$ cat config.mk
export PLATFORM = sky130hd
export DESIGN_NAME = execute_stage_mc_flat
export DESIGN_NICKNAME = d
export VERILOG_FILES = /design/src/rtl/exec_pkg.sv /design/src/rtl/execute_stage_mc_if.sv /design/src/rtl/mul_iter.sv /design/src/rtl/execute_stage_mc.sv /design/src/flat_wrapper.sv
export SDC_FILE = /design/constraint.sdc
export NUM_CORES = 1
export LEC_CHECK = 0
export BUFFER_PORTS_ARGS = -buffer_cell sky130_fd_sc_hd__buf_2
export CAP_MARGIN = 20
export CORE_ASPECT_RATIO = 0.6
export CORE_MARGIN = 1.5
export CORE_UTILIZATION = 65
export CTS_BUF_LIST = sky130_fd_sc_hd__clkbuf_16
export DETAILED_ROUTE_END_ITERATION = 7
export HOLD_SLACK_MARGIN = 0.05
export PLACE_DENSITY = 0.87
export SYNTH_ARGS = -nofsm -noshare
export SYNTH_HDL_FRONTEND = slang
export SYNTH_SLANG_ARGS = --single-unit
$ cat constraint.sdc
create_clock -name clk -period 15.3 [get_ports clk]
set_input_delay 3.06 -clock clk [delete_from_list [all_inputs] [get_ports clk]]
set_output_delay 3.06 -clock clk [all_outputs]
set_load 0.01 [all_outputs]
$ cat src/rtl/exec_pkg.sv
// exec_pkg: shared constants and types for the execute stage.
//   - ALU/MUL funct codes (immediate[5:0])
//   - calcCtrl / wbCtrl bit indices
//   - forward-select encoding and the EX FSM state enum
package exec_pkg;
    localparam logic [5:0] FN_SLL = 6'h00;
    localparam logic [5:0] FN_SRL = 6'h02;
    localparam logic [5:0] FN_MUL = 6'h18;
    localparam logic [5:0] FN_ADD = 6'h20;
    localparam logic [5:0] FN_SUB = 6'h22;
    localparam logic [5:0] FN_AND = 6'h24;
    localparam logic [5:0] FN_OR  = 6'h25;
    localparam logic [5:0] FN_XOR = 6'h26;
    localparam logic [5:0] FN_SLT = 6'h2A;

    localparam int CC_REGDST   = 3;
    localparam int CC_ALUSRC   = 0;
    localparam int WB_REGWRITE = 1;

    typedef enum logic [1:0] {
        FWD_NOM   = 2'b00,
        FWD_MEMWB = 2'b01,
        FWD_EXMEM = 2'b10
    } fwdSel_e;

    typedef enum logic {
        IDLE = 1'b0,
        BUSY = 1'b1
    } exState_e;
endpackage

$ cat src/rtl/execute_stage_mc_if.sv
// execute_stage_mc_if: bundle of everything the EX stage talks to.
//   ID/EX side : idValid, flush, wbCtrlIn, memCtrlIn, calcCtrl, readData1/2,
//                immediate, rs, rt  (in)  /  stall (out)
//   MEM/WB side: memWbRegWrite, memWbRd, memWbData (in, forwarding source)
//   EX/MEM side: exValid, wbCtrlOut, memCtrlOut, result, writeData, rdOut (out)
// master = pipeline around the stage, slave = the EX stage itself.
interface execute_stage_mc_if #(
    parameter int DATA_W = 32,
    parameter int RA_W   = 5
);
    logic              idValid;
    logic              flush;
    logic [1:0]        wbCtrlIn;
    logic [2:0]        memCtrlIn;
    logic [3:0]        calcCtrl;
    logic [DATA_W-1:0] readData1;
    logic [DATA_W-1:0] readData2;
    logic [DATA_W-1:0] immediate;
    logic [RA_W-1:0]   rs;
    logic [RA_W-1:0]   rt;
    logic              memWbRegWrite;
    logic [RA_W-1:0]   memWbRd;
    logic [DATA_W-1:0] memWbData;
    logic              stall;
    logic              exValid;
    logic [1:0]        wbCtrlOut;
    logic [2:0]        memCtrlOut;
    logic [DATA_W-1:0] result;
    logic [DATA_W-1:0] writeData;
    logic [RA_W-1:0]   rdOut;

    modport master (
        output idValid, flush, wbCtrlIn, memCtrlIn, calcCtrl, readData1, readData2,
               immediate, rs, rt, memWbRegWrite, memWbRd, memWbData,
        input  stall, exValid, wbCtrlOut, memCtrlOut, result, writeData, rdOut
    );

    modport slave (
        input  idValid, flush, wbCtrlIn, memCtrlIn, calcCtrl, readData1, readData2,
               immediate, rs, rt, memWbRegWrite, memWbRd, memWbData,
        output stall, exValid, wbCtrlOut, memCtrlOut, result, writeData, rdOut
    );
endinterface

$ cat src/rtl/mul_iter.sv
// mul_iter: radix-2 shift-add multiplier, one step per negedge, DATA_W steps.
//   start   : load opA/opB, counter = DATA_W
//   abort   : drop the operation (counter -> 0)
//   busy    : counter != 0
//   last    : counter == 1 (the step finishing now is the final one)
//   product : low DATA_W bits of the accumulator after the current step, so
//             it is the full product while last is high
module mul_iter #(
    parameter int DATA_W = 32
) (
    input  logic              clk,
    input  logic              rstN,
    input  logic              start,
    input  logic              abort,
    input  logic [DATA_W-1:0] opA,
    input  logic [DATA_W-1:0] opB,
    output logic              busy,
    output logic              last,
    output logic [DATA_W-1:0] product
);
    localparam int CNT_W = $clog2(DATA_W + 1);

    logic [CNT_W-1:0]  cnt;
    logic [DATA_W-1:0] acc, mcand, mplier;

    assign busy    = (cnt != '0);
    assign last    = (cnt == CNT_W'(1));
    assign product = acc + (mplier[0] ? mcand : '0);

    always_ff @(negedge clk) begin
        if (!rstN) begin
            cnt    <= '0;
            acc    <= '0;
            mcand  <= '0;
            mplier <= '0;
        end else if (abort) begin
            cnt <= '0;
        end else if (start) begin
            cnt    <= CNT_W'(DATA_W);
            acc    <= '0;
            mcand  <= opA;
            mplier <= opB;
        end else if (busy) begin
            cnt    <= cnt - CNT_W'(1);
            acc    <= product;
            mcand  <= mcand << 1;
            mplier <= mplier >> 1;
        end
    end
endmodule

$ cat src/rtl/execute_stage_mc.sv
// execute_stage_mc: EX stage with forwarding, valid/flush tracking and an
// iterative multiplier; owns the EX/MEM register (updated on negedge).
//   clk, rstN : clock (negedge active), synchronous active-low reset
//   ex        : execute_stage_mc_if.slave (ID/EX inputs, MEM/WB forwarding
//               inputs, stall out, EX/MEM register outputs)
module execute_stage_mc
    import exec_pkg::*;
#(
    parameter int DATA_W = 32,
    parameter int RA_W   = 5,
    parameter int MUL_EN = 1,
    parameter int FWD_EN = 1
) (
    input logic               clk,
    input logic               rstN,
    execute_stage_mc_if.slave ex
);
    localparam int SH_W = $clog2(DATA_W);

    exState_e          state, stateNext;
    fwdSel_e           sel1, sel2;
    logic              exFwdOk, wbFwdOk;
    logic [DATA_W-1:0] fwd1, fwd2, op2, aluRes, mulProd;
    logic [5:0]        funct;
    logic [RA_W-1:0]   rdSel;
    logic              mulReq, mulStart, mulAbort, mulLast;
    logic [1:0]        mWb;
    logic [2:0]        mMem;
    logic [DATA_W-1:0] mWd;
    logic [RA_W-1:0]   mRd;
    logic              unusedAluOp;

    assign unusedAluOp = ^ex.calcCtrl[2:1];

    function automatic logic [DATA_W-1:0] fwdMux(input fwdSel_e s,
            input logic [DATA_W-1:0] nom, input logic [DATA_W-1:0] exm,
            input logic [DATA_W-1:0] mwb);
        case (s)
            FWD_EXMEM: return exm;
            FWD_MEMWB: return mwb;
            default:   return nom;
        endcase
    endfunction

    // Register 0 is never a forwarding source: writes to it are discarded.
    assign exFwdOk = (FWD_EN != 0) && ex.exValid && ex.wbCtrlOut[WB_REGWRITE] && (ex.rdOut != '0);
    assign wbFwdOk = (FWD_EN != 0) && ex.memWbRegWrite && (ex.memWbRd != '0);
    assign sel1 = (exFwdOk && ex.rdOut == ex.rs) ? FWD_EXMEM :
                  (wbFwdOk && ex.memWbRd == ex.rs) ? FWD_MEMWB : FWD_NOM;
    assign sel2 = (exFwdOk && ex.rdOut == ex.rt) ? FWD_EXMEM :
                  (wbFwdOk && ex.memWbRd == ex.rt) ? FWD_MEMWB : FWD_NOM;
    assign fwd1 = fwdMux(sel1, ex.readData1, ex.result, ex.memWbData);
    assign fwd2 = fwdMux(sel2, ex.readData2, ex.result, ex.memWbData);

    assign op2    = ex.calcCtrl[CC_ALUSRC] ? ex.immediate : fwd2;
    assign funct  = ex.immediate[5:0];
    assign rdSel  = ex.calcCtrl[CC_REGDST] ? ex.rs : ex.rt;
    assign mulReq = (MUL_EN != 0) && ex.idValid && (funct == FN_MUL) && !ex.flush;

    // MUL is not handled here: with MUL_EN=0 it falls to the unknown-funct case.
    always_comb begin
        aluRes = '0;
        case (funct)
            FN_ADD:  aluRes = fwd1 + op2;
            FN_SUB:  aluRes = fwd1 - op2;
            FN_AND:  aluRes = fwd1 & op2;
            FN_OR:   aluRes = fwd1 | op2;
            FN_XOR:  aluRes = fwd1 ^ op2;
            FN_SLT:  aluRes = {{(DATA_W-1){1'b0}}, $signed(fwd1) < $signed(op2)};
            FN_SLL:  aluRes = fwd1 << op2[SH_W-1:0];
            FN_SRL:  aluRes = fwd1 >> op2[SH_W-1:0];
            default: aluRes = '0;
        endcase
    end

    generate
        if (MUL_EN != 0) begin : gMul
            logic mulBusy;
            mul_iter #(.DATA_W(DATA_W)) uMul (
                .clk(clk), .rstN(rstN), .start(mulStart), .abort(mulAbort),
                .opA(fwd1), .opB(op2), .busy(mulBusy), .last(mulLast),
                .product(mulProd)
            );
        end else begin : gNoMul
            logic unusedMul;
            assign unusedMul = ^{mulStart, mulAbort};
            assign mulLast   = 1'b0;
            assign mulProd   = '0;
        end
    endgenerate

    // In BUSY the counter is >= 1, so "counter > 1" is simply "not last".
    always_comb begin
        stateNext = state;
        ex.stall  = 1'b0;
        mulStart  = 1'b0;
        mulAbort  = 1'b0;
        case (state)
            IDLE: begin
                if (mulReq) begin
                    ex.stall  = 1'b1;
                    mulStart  = 1'b1;
                    stateNext = BUSY;
                end
            end
            BUSY: begin
                if (ex.flush) begin
                    mulAbort  = 1'b1;
                    stateNext = IDLE;
                end else begin
                    ex.stall = !mulLast;
                    if (mulLast) stateNext = IDLE;
                end
            end
            default: stateNext = IDLE;
        endcase
    end

    // EX/MEM data is held (not cleared) across MUL bubbles; exValid=0 marks it dead.
    always_ff @(negedge clk) begin
        if (!rstN) begin
            state         <= IDLE;
            ex.exValid    <= 1'b0;
            ex.wbCtrlOut  <= '0;
            ex.memCtrlOut <= '0;
            ex.result     <= '0;
            ex.writeData  <= '0;
            ex.rdOut      <= '0;
            mWb           <= '0;
            mMem          <= '0;
            mWd           <= '0;
            mRd           <= '0;
        end else begin
            state <= stateNext;
            if (state == IDLE) begin
                if (mulReq) begin
                    ex.exValid <= 1'b0;
                    mWb        <= ex.wbCtrlIn;
                    mMem       <= ex.memCtrlIn;
                    mWd        <= fwd2;
                    mRd        <= rdSel;
                end else begin
                    ex.exValid    <= ex.idValid && !ex.flush;
                    ex.wbCtrlOut  <= ex.wbCtrlIn;
                    ex.memCtrlOut <= ex.memCtrlIn;
                    ex.result     <= aluRes;
                    ex.writeData  <= fwd2;
                    ex.rdOut      <= rdSel;
                end
            end else begin
                ex.exValid <= 1'b0;
                if (!ex.flush && mulLast) begin
                    ex.exValid    <= 1'b1;
                    ex.wbCtrlOut  <= mWb;
                    ex.memCtrlOut <= mMem;
                    ex.result     <= mulProd;
                    ex.writeData  <= mWd;
                    ex.rdOut      <= mRd;
                end
            end
        end
    end
endmodule

$ cat src/flat_wrapper.sv
// flat-port wrapper written by rule: the top's interface ports become plain ports
module execute_stage_mc_flat import exec_pkg::*;
#(
    parameter int DATA_W = 32,
    parameter int RA_W   = 5,
    parameter int MUL_EN = 1,
    parameter int FWD_EN = 1
)
  (clk, rstN, ex_idValid, ex_flush, ex_wbCtrlIn, ex_memCtrlIn, ex_calcCtrl, ex_readData1, ex_readData2, ex_immediate, ex_rs, ex_rt, ex_memWbRegWrite, ex_memWbRd, ex_memWbData, ex_stall, ex_exValid, ex_wbCtrlOut, ex_memCtrlOut, ex_result, ex_writeData, ex_rdOut);
  execute_stage_mc_if #(.DATA_W(DATA_W), .RA_W(RA_W)) ex_i ();
  input logic clk;
  input logic rstN;
  input wire logic [$bits(ex_i.idValid)-1:0] ex_idValid;
  input wire logic [$bits(ex_i.flush)-1:0] ex_flush;
  input wire logic [$bits(ex_i.wbCtrlIn)-1:0] ex_wbCtrlIn;
  input wire logic [$bits(ex_i.memCtrlIn)-1:0] ex_memCtrlIn;
  input wire logic [$bits(ex_i.calcCtrl)-1:0] ex_calcCtrl;
  input wire logic [$bits(ex_i.readData1)-1:0] ex_readData1;
  input wire logic [$bits(ex_i.readData2)-1:0] ex_readData2;
  input wire logic [$bits(ex_i.immediate)-1:0] ex_immediate;
  input wire logic [$bits(ex_i.rs)-1:0] ex_rs;
  input wire logic [$bits(ex_i.rt)-1:0] ex_rt;
  input wire logic [$bits(ex_i.memWbRegWrite)-1:0] ex_memWbRegWrite;
  input wire logic [$bits(ex_i.memWbRd)-1:0] ex_memWbRd;
  input wire logic [$bits(ex_i.memWbData)-1:0] ex_memWbData;
  output wire logic [$bits(ex_i.stall)-1:0] ex_stall;
  output wire logic [$bits(ex_i.exValid)-1:0] ex_exValid;
  output wire logic [$bits(ex_i.wbCtrlOut)-1:0] ex_wbCtrlOut;
  output wire logic [$bits(ex_i.memCtrlOut)-1:0] ex_memCtrlOut;
  output wire logic [$bits(ex_i.result)-1:0] ex_result;
  output wire logic [$bits(ex_i.writeData)-1:0] ex_writeData;
  output wire logic [$bits(ex_i.rdOut)-1:0] ex_rdOut;
  assign ex_i.idValid = ex_idValid;
  assign ex_i.flush = ex_flush;
  assign ex_i.wbCtrlIn = ex_wbCtrlIn;
  assign ex_i.memCtrlIn = ex_memCtrlIn;
  assign ex_i.calcCtrl = ex_calcCtrl;
  assign ex_i.readData1 = ex_readData1;
  assign ex_i.readData2 = ex_readData2;
  assign ex_i.immediate = ex_immediate;
  assign ex_i.rs = ex_rs;
  assign ex_i.rt = ex_rt;
  assign ex_i.memWbRegWrite = ex_memWbRegWrite;
  assign ex_i.memWbRd = ex_memWbRd;
  assign ex_i.memWbData = ex_memWbData;
  assign ex_stall = ex_i.stall;
  assign ex_exValid = ex_i.exValid;
  assign ex_wbCtrlOut = ex_i.wbCtrlOut;
  assign ex_memCtrlOut = ex_i.memCtrlOut;
  assign ex_result = ex_i.result;
  assign ex_writeData = ex_i.writeData;
  assign ex_rdOut = ex_i.rdOut;
  execute_stage_mc #(.DATA_W(DATA_W), .RA_W(RA_W), .MUL_EN(MUL_EN), .FWD_EN(FWD_EN)) u_core (.clk(clk), .rstN(rstN), .ex(ex_i));
endmodule
==> reports/metrics.yaml, run 1 <==
outcome: "did not finish"
haltStage: "global routing"
stop_error: "[ERROR GRT-0232] Routing congestion too high. Check the congestion heatmap in the GUI."
place_area_mm2: 0.0258
clockRootBuffer: "clkbuf_16"
synth-edff-count: 0
syn_inst: 3055
synthSimpleGateAreaFrac_pct: 23.6
grt_max_degree: 96
synth_compound_area_share_pct: 32.0
ys_warn_count: 0
synth.distinct_cells: 99
synth_adder_area_share_pct: 7.95
worst_endpoint: "u_core.ex.result[24]$_SDFFE_NN0P_/D"
netlist_area_mm2: 0.0218
ys_seq_elements: 220
grt-ovfl-total: 54
clk_path_buf_depth: 3
synth.most_common_cell: "nand2_1"
chipWidth_um: 240
endpoint_type: "sequential cell input"
ioPinCount: 233
syn_nets: 3349
start_util_pct: 66.7
dp_hpwl_mm: 79.6
cts_made_buffers: 25
syn_area_per_cell_um2: 7.15
synth_xor_area_share_pct: 3.01
synthMuxAreaShare_pct: 6.76
cts.sinks: 220
synth_largest_area_cell: "dfxtp_1"
h-tree-depth: 1
place_congestion: 1.50
post_cts_buffers: 0
io_buffers: 230
seq_area_frac_synth_pct: 20.2
grt_use_total_pct: 73.8
ys_top_cells_by_count: "nand2_1 (524), dfxtp_1 (220), nor2_1 (207)"
synth_top_area_share_pct: 20.2
synth_top_family_by_area: "compound AO/OA/AOI/OAI gates"
ys.flop_type: "dfxtp_1"
synthTopCellsByArea: "dfxtp_1 (20%), nand2_1 (9.0%), ha_1 (7.7%)"
rows: 51
die_h_um: 145
postSynth.asyncResetShare_pct: 0
metal layers:
metal  overflow  GRT usage (%)
met1          1           76.9
met2         24           86.1
met3          5           63.6
met4         24           66.1
met5          0           24.7
logic make-up after synthesis:
group | Yosys count
AOI/OAI and AO/OA | 1001
xor gates and xnor gates | 75
adders and majority gates | 137
buffers and inverters | 346
DFF | 220
muxes | 140
and+or+nand+nor | 1136
metrics by stage:
step	setup WS, ps	utilization (%)	cells
floorplan	-12.0	-	3055
global placement	-667	78.7	3901
detailed placement	-751	78.8	3903
CTS	20.2	83.9	4167
repair_timing:
item,4_1_cts
hold buffers,0
pin swaps,1
setup endpoints to repair,6
resized for setup,5
==> run 2: changes to the inputs <==
CORE_ASPECT_RATIO = default   (was 0.6)
CORE_UTILIZATION = 40   (was 65)
CTS_BUF_LIST = default   (was sky130_fd_sc_hd__clkbuf_16)
HOLD_SLACK_MARGIN = default   (was 0.05)
PLACE_DENSITY = default   (was 0.87)
PLACE_DENSITY_LB_ADDON = 0.15   (was default)
==> reports/metrics.yaml, run 2 <==
drv_slew: 0
final_core_util_pct: 54.8
crit_type: "in2reg"
hp-start: "u_core.gMul.uMul.acc[20]"
grt_pass1_wl_mm: 183
drv_cap: 0
ys_seq_elements: 220
r2r-start: "u_core.ex.rdOut[1]"
grt_max_degree: 99
required_ps: 8150
antenna_found_initial: 8
drc: 1
syn_inst: 3055
final_cell_count_no_fill: 4590
area_growth_pct: 35.2
cp_common_cell: "buf_4"
synth_top_area_share_pct: 20.2
cts_made_buffers: 29
insertion_delay_ps: 660
floorplan.core_area_mm2: 0.0539
hold-path-endpoint: "u_core.gMul.uMul.acc[20]"
cp.arrival_ps: 8180
regToRegEndpoint: "u_core.ex.result[24]"
start_util_pct: 40.5
worst-path-max-fanout: 11
whs_ps: 458
dp_cells: 4313
vias_per_cell: 6.39
outcome: "finished, violations left"
rows: 85
die_h_um: 237
min_path_type: "reg2reg"
clock-skew-final_ps: 41.4
synthTopCellsByArea: "dfxtp_1 (20%), nand2_1 (9.0%), ha_1 (7.7%)"
ys_warn_count: 0
clockRootBuffer: "clkbuf_16"
ys.flop_type: "dfxtp_1"
ant_nets: 0
setup_slack_ps: -24.9
slowest_delay_ps: 550
cp_slowest_cell: "or4_4"
cts.sinks: 220
hold-path-cell-count: 2
critical_path.startpoint: "ex_memWbRd[0]"
dp_hpwl_mm: 99.9
syn_nets: 3349
synth.distinct_cells: 99
h-tree-depth: 1
violations: "design-rule violations, negative setup slack"
grt_use_total_pct: 44.0
fillCellCount: 5141
worstSetupEndpointType: "register"
synth_largest_area_cell: "dfxtp_1"
powerDensity_mw_per_mm2: 91.5
final_cell_mix: "buf_4 (555), nand2_1 (523), inv_1 (326), buf_2 (229), dfxtp_1 (219)"
design_area_mm2: 0.0295
cp-start-kind: "primary input"
drt_iter0_markers: 3810
dieArea_mm2: 0.0560
final_common_cell: "buf_4"
seq_area_frac_synth_pct: 20.2
synth-edff-count: 0
synth.most_common_cell: "nand2_1"
drt_first_pass_iters: 8
postSynth.asyncResetShare_pct: 0
ioPinCount: 233
grt_pass1_vias: 28200
path_clk_slew_ps: 30
setup_viol: 1
avgRoutedWirePerCell_um: 28.0
clk_path_buf_depth: 3
vdd_ir_drop_max_uv: 130
p_leak_nw: 14.0
worstMarginPinSlew_ps: 1120
chipWidth_um: 237
place_area_mm2: 0.0274
fin_nets: 4162
hold_violations: 0
drt-total-wl_mm: 129
cts_tree: "built"
place_congestion: 1.10
slew_headroom_pct: 25.3
reg2reg_slack_ps: 9730
syn_area_per_cell_um2: 7.15
r2r_cells: 22
vias: 29300
netlist_area_mm2: 0.0218
io_buffers: 230
layout-drive-gt1-share_pct: 24.9
ys_top_cells_by_count: "nand2_1 (524), dfxtp_1 (220), nor2_1 (207)"
grt-ovfl-total: 0
-- run 2: cell counts after synthesis --
Identical to the previous run, type by type.
-- run 2: final cells by class --
| type | instances | area, um2 | share of cell area [%] |
|---|---|---|---|
| Timing Repair Buffer | 797 | 5560 | 18.8 |
| Clock buffer | 29 | 726 | 2.46 |
| Multi-Input combinational cell | 2489 | 16400 | 55.4 |
| Clock inverter | 245 | 1190 | 4.03 |
| Tap cell | 696 | 871 | 2.95 |
| Antenna cell | 3 | 7.51 | 0.0254 |
| Inverter | 111 | 419 | 1.42 |
| Sequential cell | 220 | 4410 | 14.9 |
-- run 2: through the flow --
step	worst slack, ps	setup TNS, ps	power (mW)
after CTS	-23.1	-23.1	2.67
after global placement	-886	-12250	1.68
final	-24.9	-24.9	2.70
after floorplan	-12.0	-12.0	1.23
after global routing	-12.4	-12.4	2.82
after detailed placement	-1010	-13550	1.69
-- run 2: critical path: cells and delay by family --
family / cells / cell delay (ps)
AND/OR/NAND/NOR: 6 / 1540
AO/OA/AOI/OAI: 6 / 1250
adder cells (fa/ha/maj): 1 / 300
multiplexers: 2 / 300
XOR/XNOR: 1 / 250
buffers and inverters: 9 / 1460
-- run 2: routing by layer --
metal	track usage [%]	up-vias	share of wire, %	wire length [um]
met3	11.3	494	10	13200
li1	-	12900	-	-
met1	54.7	14000	39	50800
met5	0	-	0.039	50
met2	66.5	1960	42	54600
met4	30.6	8	7.8	10100
-- run 2: how the worst max path moves through the flow --
stage	end	slack (ps)
after floorplan	u_core.ex.result[31]	-10
after global placement	u_core.ex.result[22]	-890
after detailed placement	u_core.ex.result[22]	-1010
after CTS	u_core.ex.result[22]	-20
after global routing	u_core.ex.result[24]	-10
final	u_core.ex.result[24]	-20
-- run 2: power breakdown --
part	internal (mW)	switching, mW	total, mW
clock network	0.554	0.501	1.05
registers	0.599	0.0218	0.621
logic	0.362	0.666	1.03
-- run 2: logic make-up (layout without fill, tap and decap cells) --
group	Yosys count	after routing	synth area share, %
compound gates	1001	1001	32.0
xor+xnor	75	75	3.01
fa+ha+maj	137	137	7.95
buf+inv	346	1182	6.55
flops	220	220	20.2
mux	140	140	6.76
other cells	0	3	0
simple gates	1136	1136	23.6
-- run 2: repair_timing --
| item | in CTS | in global routing |
|---|---|---|
| setup buffers | 0 | 1 |
| hold buffers | 0 | 0 |
| pin swaps | 2 | 18 |
| endpoints found under the setup margin | 11 | 16 |
| gates resized for setup | 16 | 48 |
No activity file was read; power rests on OpenSTA's default activity.
